--- config.mk ---
export PLATFORM = sky130hd
export DESIGN_NAME = slot_sdram_arbiter
export DESIGN_NICKNAME = d
export VERILOG_FILES = /design/src/rtl/slot_sdram_arbiter.sv
export SDC_FILE = /design/constraint.sdc
export NUM_CORES = 1
export LEC_CHECK = 0
export ABC_AREA = 1
export CAP_MARGIN = 20
export CORE_UTILIZATION = 37
export CTS_CLUSTER_DIAMETER = 100
export CTS_CLUSTER_SIZE = 12
export DETAILED_ROUTE_END_ITERATION = 16
export GPL_TIMING_DRIVEN = 1
export PLACE_DENSITY = 0.74
export SLEW_MARGIN = 20
export SYNTH_ARGS = -nofsm -noshare
export SYNTH_HDL_FRONTEND = slang
export SYNTH_SLANG_ARGS = --single-unit
--- constraint.sdc ---
create_clock -name clk -period 2.1 [get_ports clk]
set_clock_uncertainty 0.2 [all_clocks]
set_input_delay 0.315 -clock clk [delete_from_list [all_inputs] [get_ports clk]]
set_output_delay 0.315 -clock clk [all_outputs]
set_load 0.02 [all_outputs]
--- src/rtl/slot_sdram_arbiter.sv ---
// Slot back-end: round-robin arbitration of N cartridge channels onto one SDRAM byte port,
// plus the MSX sub-slot register (0xFFFF) and sub-slot select decode for one expanded slot.
module slot_sdram_arbiter #(
  parameter int unsigned NUM_CH   = 2,
  parameter int unsigned ADDR_W   = 25,
  parameter int unsigned EXP_SLOT = 3,
  parameter int unsigned TIMEOUT  = 255
) (
  input  logic                     clk,
  input  logic                     reset,
  input  logic                     clk_en,
  input  logic [15:0]              addr,
  input  logic                     wr_n,
  input  logic                     rd_n,
  input  logic [7:0]               d_from_cpu,
  input  logic [3:0]               SLTSL_n,
  output logic [7:0]               ssl_d,
  output logic                     ssl_oe,
  output logic [3:0]               sub_sltsl_n,
  input  logic [NUM_CH-1:0]        ch_req,
  input  logic [NUM_CH-1:0]        ch_we,
  input  logic [NUM_CH*ADDR_W-1:0] ch_addr,
  input  logic [NUM_CH*8-1:0]      ch_din,
  output logic [7:0]               ch_dout,
  output logic [NUM_CH-1:0]        ch_ready,
  output logic [ADDR_W-1:0]        sdram_addr,
  output logic [7:0]               sdram_din,
  output logic                     sdram_rd,
  output logic                     sdram_we,
  input  logic                     sdram_ready,
  input  logic [7:0]               sdram_dout,
  output logic                     timeout_err
);

  localparam int unsigned IDX_W = (NUM_CH > 1) ? $clog2(NUM_CH) : 1;
  localparam int unsigned CNT_W = $clog2(TIMEOUT + 1);

  typedef enum logic [1:0] {S_IDLE, S_ISSUE, S_WAIT, S_DONE} state_t;

  state_t              state_q;
  logic [IDX_W-1:0]    ptr_q, ptr_d;
  logic [IDX_W-1:0]    gnt_q;
  logic                we_q;
  logic [CNT_W-1:0]    cnt_q, cnt_d;
  logic [ADDR_W-1:0]   sdram_addr_q;
  logic [7:0]          sdram_din_q;
  logic                sdram_rd_q, sdram_we_q;
  logic [NUM_CH-1:0]   ch_ready_q;
  logic [7:0]          ch_dout_q;
  logic                timeout_err_q;
  logic [7:0]          ssl_reg_q;
  logic                wr_n_q;

  logic [ADDR_W-1:0]   ch_addr_a [NUM_CH];
  logic [7:0]          ch_din_a  [NUM_CH];

  logic                gnt_vld_c;
  logic [IDX_W-1:0]    gnt_idx_c;
  int unsigned         cand_c;

  for (genvar g = 0; g < NUM_CH; g++) begin : g_unpack
    assign ch_addr_a[g] = ch_addr[g*ADDR_W +: ADDR_W];
    assign ch_din_a[g]  = ch_din[g*8 +: 8];
  end

  // First requester at or after the rotating pointer, wrapping at NUM_CH-1.
  always_comb begin
    gnt_vld_c = 1'b0;
    gnt_idx_c = '0;
    cand_c    = 0;
    for (int unsigned i = 0; i < NUM_CH; i++) begin
      cand_c = 32'(ptr_q) + i;
      if (cand_c >= NUM_CH) cand_c = cand_c - NUM_CH;
      if (!gnt_vld_c && ch_req[IDX_W'(cand_c)]) begin
        gnt_vld_c = 1'b1;
        gnt_idx_c = IDX_W'(cand_c);
      end
    end
  end

  assign ptr_d = (gnt_q == IDX_W'(NUM_CH - 1)) ? '0 : gnt_q + IDX_W'(1);
  assign cnt_d = cnt_q + CNT_W'(1);

  // Transaction FSM; command and completion pulses default low every cycle.
  always_ff @(posedge clk or posedge reset) begin
    if (reset) begin
      state_q       <= S_IDLE;
      ptr_q         <= '0;
      gnt_q         <= '0;
      we_q          <= 1'b0;
      cnt_q         <= '0;
      sdram_addr_q  <= '0;
      sdram_din_q   <= '0;
      sdram_rd_q    <= 1'b0;
      sdram_we_q    <= 1'b0;
      ch_ready_q    <= '0;
      ch_dout_q     <= '0;
      timeout_err_q <= 1'b0;
    end else begin
      sdram_rd_q <= 1'b0;
      sdram_we_q <= 1'b0;
      ch_ready_q <= '0;
      case (state_q)
        S_IDLE: begin
          if (gnt_vld_c) begin
            gnt_q        <= gnt_idx_c;
            we_q         <= ch_we[gnt_idx_c];
            sdram_addr_q <= ch_addr_a[gnt_idx_c];
            sdram_din_q  <= ch_din_a[gnt_idx_c];
            sdram_rd_q   <= ~ch_we[gnt_idx_c];
            sdram_we_q   <= ch_we[gnt_idx_c];
            state_q      <= S_ISSUE;
          end
        end
        S_ISSUE: begin
          cnt_q   <= '0;
          state_q <= S_WAIT;
        end
        S_WAIT: begin
          // A completion arriving on the timeout cycle takes priority.
          if (sdram_ready) begin
            ch_dout_q  <= we_q ? 8'hFF : sdram_dout;
            ch_ready_q <= (NUM_CH)'(1) << gnt_q;
            state_q    <= S_DONE;
          end else if (cnt_d == CNT_W'(TIMEOUT)) begin
            ch_dout_q     <= 8'hFF;
            ch_ready_q    <= (NUM_CH)'(1) << gnt_q;
            timeout_err_q <= 1'b1;
            state_q       <= S_DONE;
          end else begin
            cnt_q <= cnt_d;
          end
        end
        S_DONE: begin
          ptr_q   <= ptr_d;
          state_q <= S_IDLE;
        end
        default: state_q <= S_IDLE;
      endcase
    end
  end

  assign sdram_addr  = sdram_addr_q;
  assign sdram_din   = sdram_din_q;
  assign sdram_rd    = sdram_rd_q;
  assign sdram_we    = sdram_we_q;
  assign ch_ready    = ch_ready_q;
  assign ch_dout     = ch_dout_q;
  assign timeout_err = timeout_err_q;

  logic       slot_sel_c, addr_ffff_c, ssl_wr_c;
  logic [1:0] sub_idx_c;

  assign slot_sel_c  = ~SLTSL_n[EXP_SLOT];
  assign addr_ffff_c = (addr == 16'hFFFF);
  // wr_n is sampled on clk_en so a long strobe produces a single falling edge.
  assign ssl_wr_c    = clk_en & wr_n_q & ~wr_n & slot_sel_c & addr_ffff_c;

  always_ff @(posedge clk or posedge reset) begin
    if (reset) begin
      wr_n_q    <= 1'b1;
      ssl_reg_q <= '0;
    end else begin
      if (clk_en) wr_n_q <= wr_n;
      if (ssl_wr_c) ssl_reg_q <= d_from_cpu;
    end
  end

  assign ssl_d     = ~ssl_reg_q;
  assign ssl_oe    = slot_sel_c & addr_ffff_c & ~rd_n;
  assign sub_idx_c = ssl_reg_q[{addr[15:14], 1'b0} +: 2];

  always_comb begin
    sub_sltsl_n = 4'hF;
    if (slot_sel_c && !addr_ffff_c) sub_sltsl_n[sub_idx_c] = 1'b0;
  end

endmodule

Word-level counts from Yosys, hierarchy flattened
Index checks and enable logic that the tools add are counted.

Register bits after elaboration: 68. Input port bits: 112. Output and inout port bits: 59. Logic and storage cells: 104.

$add $sub $neg: 5. Magnitude comparators: 8. Equality and inequality tests: 9. Shift operators: 2. Mux-type cells: 39. Bitwise gates (word level): 14. Reduce and logical (&&, ||, !) cells: 13.

Operator list (number): 25-bit two-way mux (3); 8-bit two-way mux (8); 1-bit two-way mux (18); 16-bit == test, second input constant (1); 8-bit one-hot mux with 2 select lines (1); 2-bit two-way mux (6); 8-bit by 1-bit adder with 8-bit output, second input constant (1); 8-bit == test, second input constant (1); 8-bit NOT (1); 2-bit one-hot mux with 4 select lines (1); 8-bit by 4-bit variable part select with 2-bit output (1); 1-bit bitwise AND (6); 1-bit by 2-bit < comparator with 1-bit output, second input constant (3); 2-bit inequality test, second input constant (3); 2-bit AND reduction (3); 3-bit AND reduction (2); 1-bit NOT (5); 2-bit == test, second input constant (2); 2-bit greater-or-equal comparator, second input constant (2); 4-bit two-way mux (1); 4-bit NOT (1); 2-bit nonzero test (2); 1-bit logical AND (3); 2-bit by 3-bit < comparator with 1-bit output, second input constant (1); other kinds (12) (14).

Depth between registers and ports, before layout
Depth in word-level cells: 13. Gate-level depth with buffers: 12. Mapped depth without buffers: 12.

Least setup slack after synthesis
OpenSTA, ideal clock, no wires.

Path kind: input to output. Start point: input addr[14]. End point: output ssl_oe. Data arrival time: 1.592 ns. Data required time: 1.585 ns. Slack: -0.007 ns. Stages: 5. Path buffers: 2. Cells stage by stage: buf_2 -> nand4_1 -> nor4_1 -> buf_2 -> nor3b_1.

Cells in the longest elaborated chain, start to end: 3.

RTL lines: from (decl) (RTL line 12) `input logic [15:0] addr,`; 16-bit == test (RTL line 155) `assign addr_ffff_c = (addr == 16'hFFFF);`; 1-bit bitwise AND (2 in series) (RTL line 170) `assign ssl_oe = slot_sel_c & addr_ffff_c & ~rd_n;`; to (decl) (RTL line 18) `output logic ssl_oe,`.

Every way passes these cells.

Worst setup path in the final report
Start point: register ssl_reg_q[1]. End point: output sub_sltsl_n[2].

Cells in the longest elaborated chain, start to end: 7. Elaborated cells between the ends (all ways): 8. Classes of those cells: order compare: 2; shift: 1; mux: 3; bitwise: 1; reduce/logical: 1.

RTL lines: from (decl) (RTL line 51) `logic [7:0] ssl_reg_q;`; from (signal assigned) (RTL line 165) `if (ssl_wr_c) ssl_reg_q <= d_from_cpu;`; 8-bit by 4-bit variable part select with 2-bit output * (RTL line 171) `assign sub_idx_c = ssl_reg_q[{addr[15:14], 1'b0} +: 2];`; 2-bit by 3-bit < comparator with 1-bit output (implied by the code) / 2-bit by 1-bit greater-or-equal comparator with 1-bit output (equally long branches) (RTL line 175) `if (slot_sel_c && !addr_ffff_c) sub_sltsl_n[sub_idx_c] = 1'b0;`; 1-bit logical AND (implied by the code) (RTL line 175); 1-bit two-way mux (implied by the code) (RTL line 175); 1-bit demux with 2-bit select * (RTL line 175); 4-bit NOT (no line) *; 4-bit two-way mux * (RTL line 175); to (decl) (RTL line 19) `output logic [3:0] sub_sltsl_n,`.

Every way passes the cells marked *; elsewhere a longest branch is shown, timed or not.

==> results.md <==
* Status: finished, final reports clean
* Via-to-Cell Ratio at ~4.6
* Overflow after GRT at 0
* Clk Latency, worst-skew pair at about 0.35 ns
* Clock Path Buffers at 2
* Cells after Synth at between 400 and 500
* Maximum vdd drop at just under 0.0007 V
* Number of global-route vias before repair at ~3500
* Leak at 2.765 nW
* Post-route setup slack at 0.08559 ns
* Critical path type: flop to output port
* Total Power at 6.276 mW
* Ant diodes at 0
* Ys Warns at 0
* Cells after DPL at between 700 and 800
* Post-DP HPWL at ~7.3 mm
* Distinct cells, synth at 28
* Die W at between 90 and 100 um
* Post-route insts no fill at between 700 and 800
* Worst Path Arrival at about 1.5 ns
* Combinational share of power at a little under half
* Finished Cell Area at between 5000 and 6000 sq um
* CP cell instances: inv_1 -> nor2_1 -> inv_1 -> a32oi_2 -> buf_4 -> nand3_1 -> buf_6
* Startpoint types: flop
* Boundary Pins at between 150 and 200
* First-pass GRT wire length at around 16 mm
* WP buf/inv at 4
* Largest net degree at the start of global routing at 52
* Final Critical Period at 2.014 ns
* Max-cap violations at 0
* Slowest stage cell, crit path: dfrtp_1
* Mapped Area at approximately 3500 sq um
* Critical path endpoint category: output port
* Placeable Area at roughly 9200 sq um
* Clock power share at 19.5%
* Post-Place Setup Slack at -0.5770 ns
* Internal power at ~3.9 mW
* Sw Ratio at a little under two fifths
* Iter 0 DRT Violations at between 70 and 80
* Wire per inst at 12.08 um
* EDFF count, synth at 0
* Worst Path Required at 1.58 ns
* Hold Fails Final Rpt at 0
* FFs w/ async S/R, synth at 100.0%
* Port bufs at ~170
* Area delta synth->final at 64.02%
* Register area share after synthesis at 48.30%
* Layout cells sized above 1 at about a tenth
* Power Dens Cells at 1085 nW/um^2
* Max stage delay on crit path at roughly 0.35 ns
* Max H-tree Level at 3
* Slew HR at about three quarters
* Top FF cell, synth: dfrtp_1
* Clk slew on worst S/H paths at about 0.080 ns
* Area post-placement at 5493 sq um
* Initial Utilization at a little under two fifths
* CTS buffer count at 9
* Post-Syn Nets at ~590
* NetSw at 2.391 mW
* Most used cell, CP: inv_1
* Nets@finish at ~770
* Filler Cell Count at approximately 800
* CTS tree: built
* Row count at 35
* Total track usage at roughly a fifth
* Die area at between 9000 and 10000 sq um
* Pins Over Slew Limit at 0
* Final setup fails at 0
* FMAX at 0.4964 GHz
* CTS Root Cell: clkbuf_8
* Final antenna-violating net count at 0
* First-pass DRT Iterations at 5
* Worst-margin pin slew at between 0.3 and 0.4 ns
* DR vias at around 3600
* Core Util, Final at between 60 and 70%
* Seq cells post-synth at roughly 70
* Sequential power share at between 30% and 40%
* Type of the worst min-delay path: input port to async pin
* Routed Wire Length at between 9 and 10 mm
* Tcrit/Tclk final at 95.92%
* Die H at 99.62 um
* Final Wtd Congestion at around 0.80
* Initial antenna violation count at 0
* Crit path max-delay family: buffers and inverters
* Critical path peak fanout at 2
* CTS Sinks at 68
* Setup TNS at 0 ns
* Syn avg cell area at around 7.6 sq um
* Remaining DRCs at 0
* Hold_ws at just under 0.1 ns
cell usage after synthesis (2+ instances only):
master    instances  area (sq um)
nand2_1         147         551.8
a32oi_1           2         17.52
ha_1              6         75.07
a21oi_1           3         15.01
inv_1            62         232.7
clkbuf_1         14         52.55
o21ai_0          67         335.3
nand2_2           3         18.77
nor2_1           26         97.59
o21ai_1           2         10.01
nor2_4            2         22.52
nand2_4           3         33.78
dfrtp_1          67          1677
buf_2             5         25.02
nand4_1           9         56.30
nand3_1          37         185.2
sequential cells by signal, summed over array words and instances (netlist names):
name / cells
sdram_we: 1
ptr_q: 1
timeout_err: 1
sdram_din: 8
gnt_q: 1
sdram_rd: 1
wr_n_q: 1
sdram_addr: 25
ch_ready: 2
state_q: 2
cnt_q: 8
ch_dout: 8
we_q: 1
ssl_reg_q: 8
cell families (layout without fill, tap and decap cells):
group | count (synthesis) | after routing | share of synthesized area, %
AOI/OAI and AO/OA | 77 | 77 | 11.50
buffers and inverters | 83 | 269 | 9.226
muxes | 1 | 1 | 0.3194
adders and majority gates | 6 | 6 | 2.129
xor gates and xnor gates | 1 | 1 | 0.2484
DFF | 68 | 68 | 48.30
and+or+nand+nor | 231 | 231 | 28.28
path summary, 6_finish.rpt:
| check | start | end | slack, ns | depth (start not counted) |
|---|---|---|---|---|
| min in group clk | ch_dout[6]$_DFFE_PP0P_ | ch_dout[6]$_DFFE_PP0P_ | 0.27 | 2 |
| max | ssl_reg_q[1]$_DFFE_PP0P_ | sub_sltsl_n[2] | 0.09 | 7 |
| max reg2reg | cnt_q[0]$_DFFE_PP0P_ | ch_dout[1]$_DFFE_PP0P_ | 0.14 | 10 |
| min reg2reg | ch_dout[6]$_DFFE_PP0P_ | ch_dout[6]$_DFFE_PP0P_ | 0.27 | 2 |
| max in group asynchronous | reset | wr_n_q$_DFFE_PP1P_ | 1.05 | 3 |
| min | reset | cnt_q[5]$_DFFE_PP0P_ | 0.1 | 2 |
routing by layer:
layer  vias to the layer above  global-route usage (%)  share of wire, %
li1                       1841                       -                 -
met5                         -                       0                 0
met3                        24                   5.762               6.8
met2                       126                   34.13                50
met4                         0                   9.955               2.5
met1                      1640                   22.64                41
worst register-to-register path, stage by stage, from the launching register on:
cell and delay, ns:
dfrtp_1 0.43, ha_2 0.23, nand3_2 0.12, o21bai_2 0.15, nand2_1 0.10, nor2_4 0.14, nand2_4 0.13, nand2_8 0.12
nand2_4 0.09, nand2_1 0.07, nand2_1 0.05
final cells by class:
class | instances | area (sq um) | share of cell area (%)
clock buffers | 11 | 141.4 | 2.445
well taps | 129 | 161.4 | 2.791
clock inverters | 5 | 85.08 | 1.471
flip-flops and latches | 68 | 1703 | 29.45
inverters | 63 | 240.2 | 4.154
multi-input cells | 316 | 1568 | 27.11
repair buffers | 190 | 1884 | 32.58
repair_timing:
item                                    in CTS  in global routing
setup buffers                                1                  2
endpoints found under the setup margin       5                 23
pin swaps                                    5                  2
gates resized for setup                     39                 12
hold buffers                                 0                  0
layout by cell type (no fill, tap or decap), types with 3 or more instances in the layout:
cell type,n
dlygate4sd2_1,12
dlymetal6s2s_1,4
ha_1,5
nand3_1,36
clkdlybuf4s50_1,146
a21oi_1,3
nor2_1,26
clkbuf_8,10
nand4_1,9
nand2_1,146
inv_1,61
nand2_2,3
o21ai_0,67
buf_4,22
buf_12,4
dfrtp_1,67
power groups by stage:
stage / logic [mW] / registers, mW / clock network, mW
after CTS: 2.94 / 2.13 / 1.25
after global placement: 2.88 / 2.12 / 0
after global routing: 3.24 / 2.19 / 1.30
after detailed placement: 2.94 / 2.14 / 0
final: 2.93 / 2.13 / 1.22
after floorplan: 1.03 / 2.59 / 0
Power figures use the tool's default switching activity.
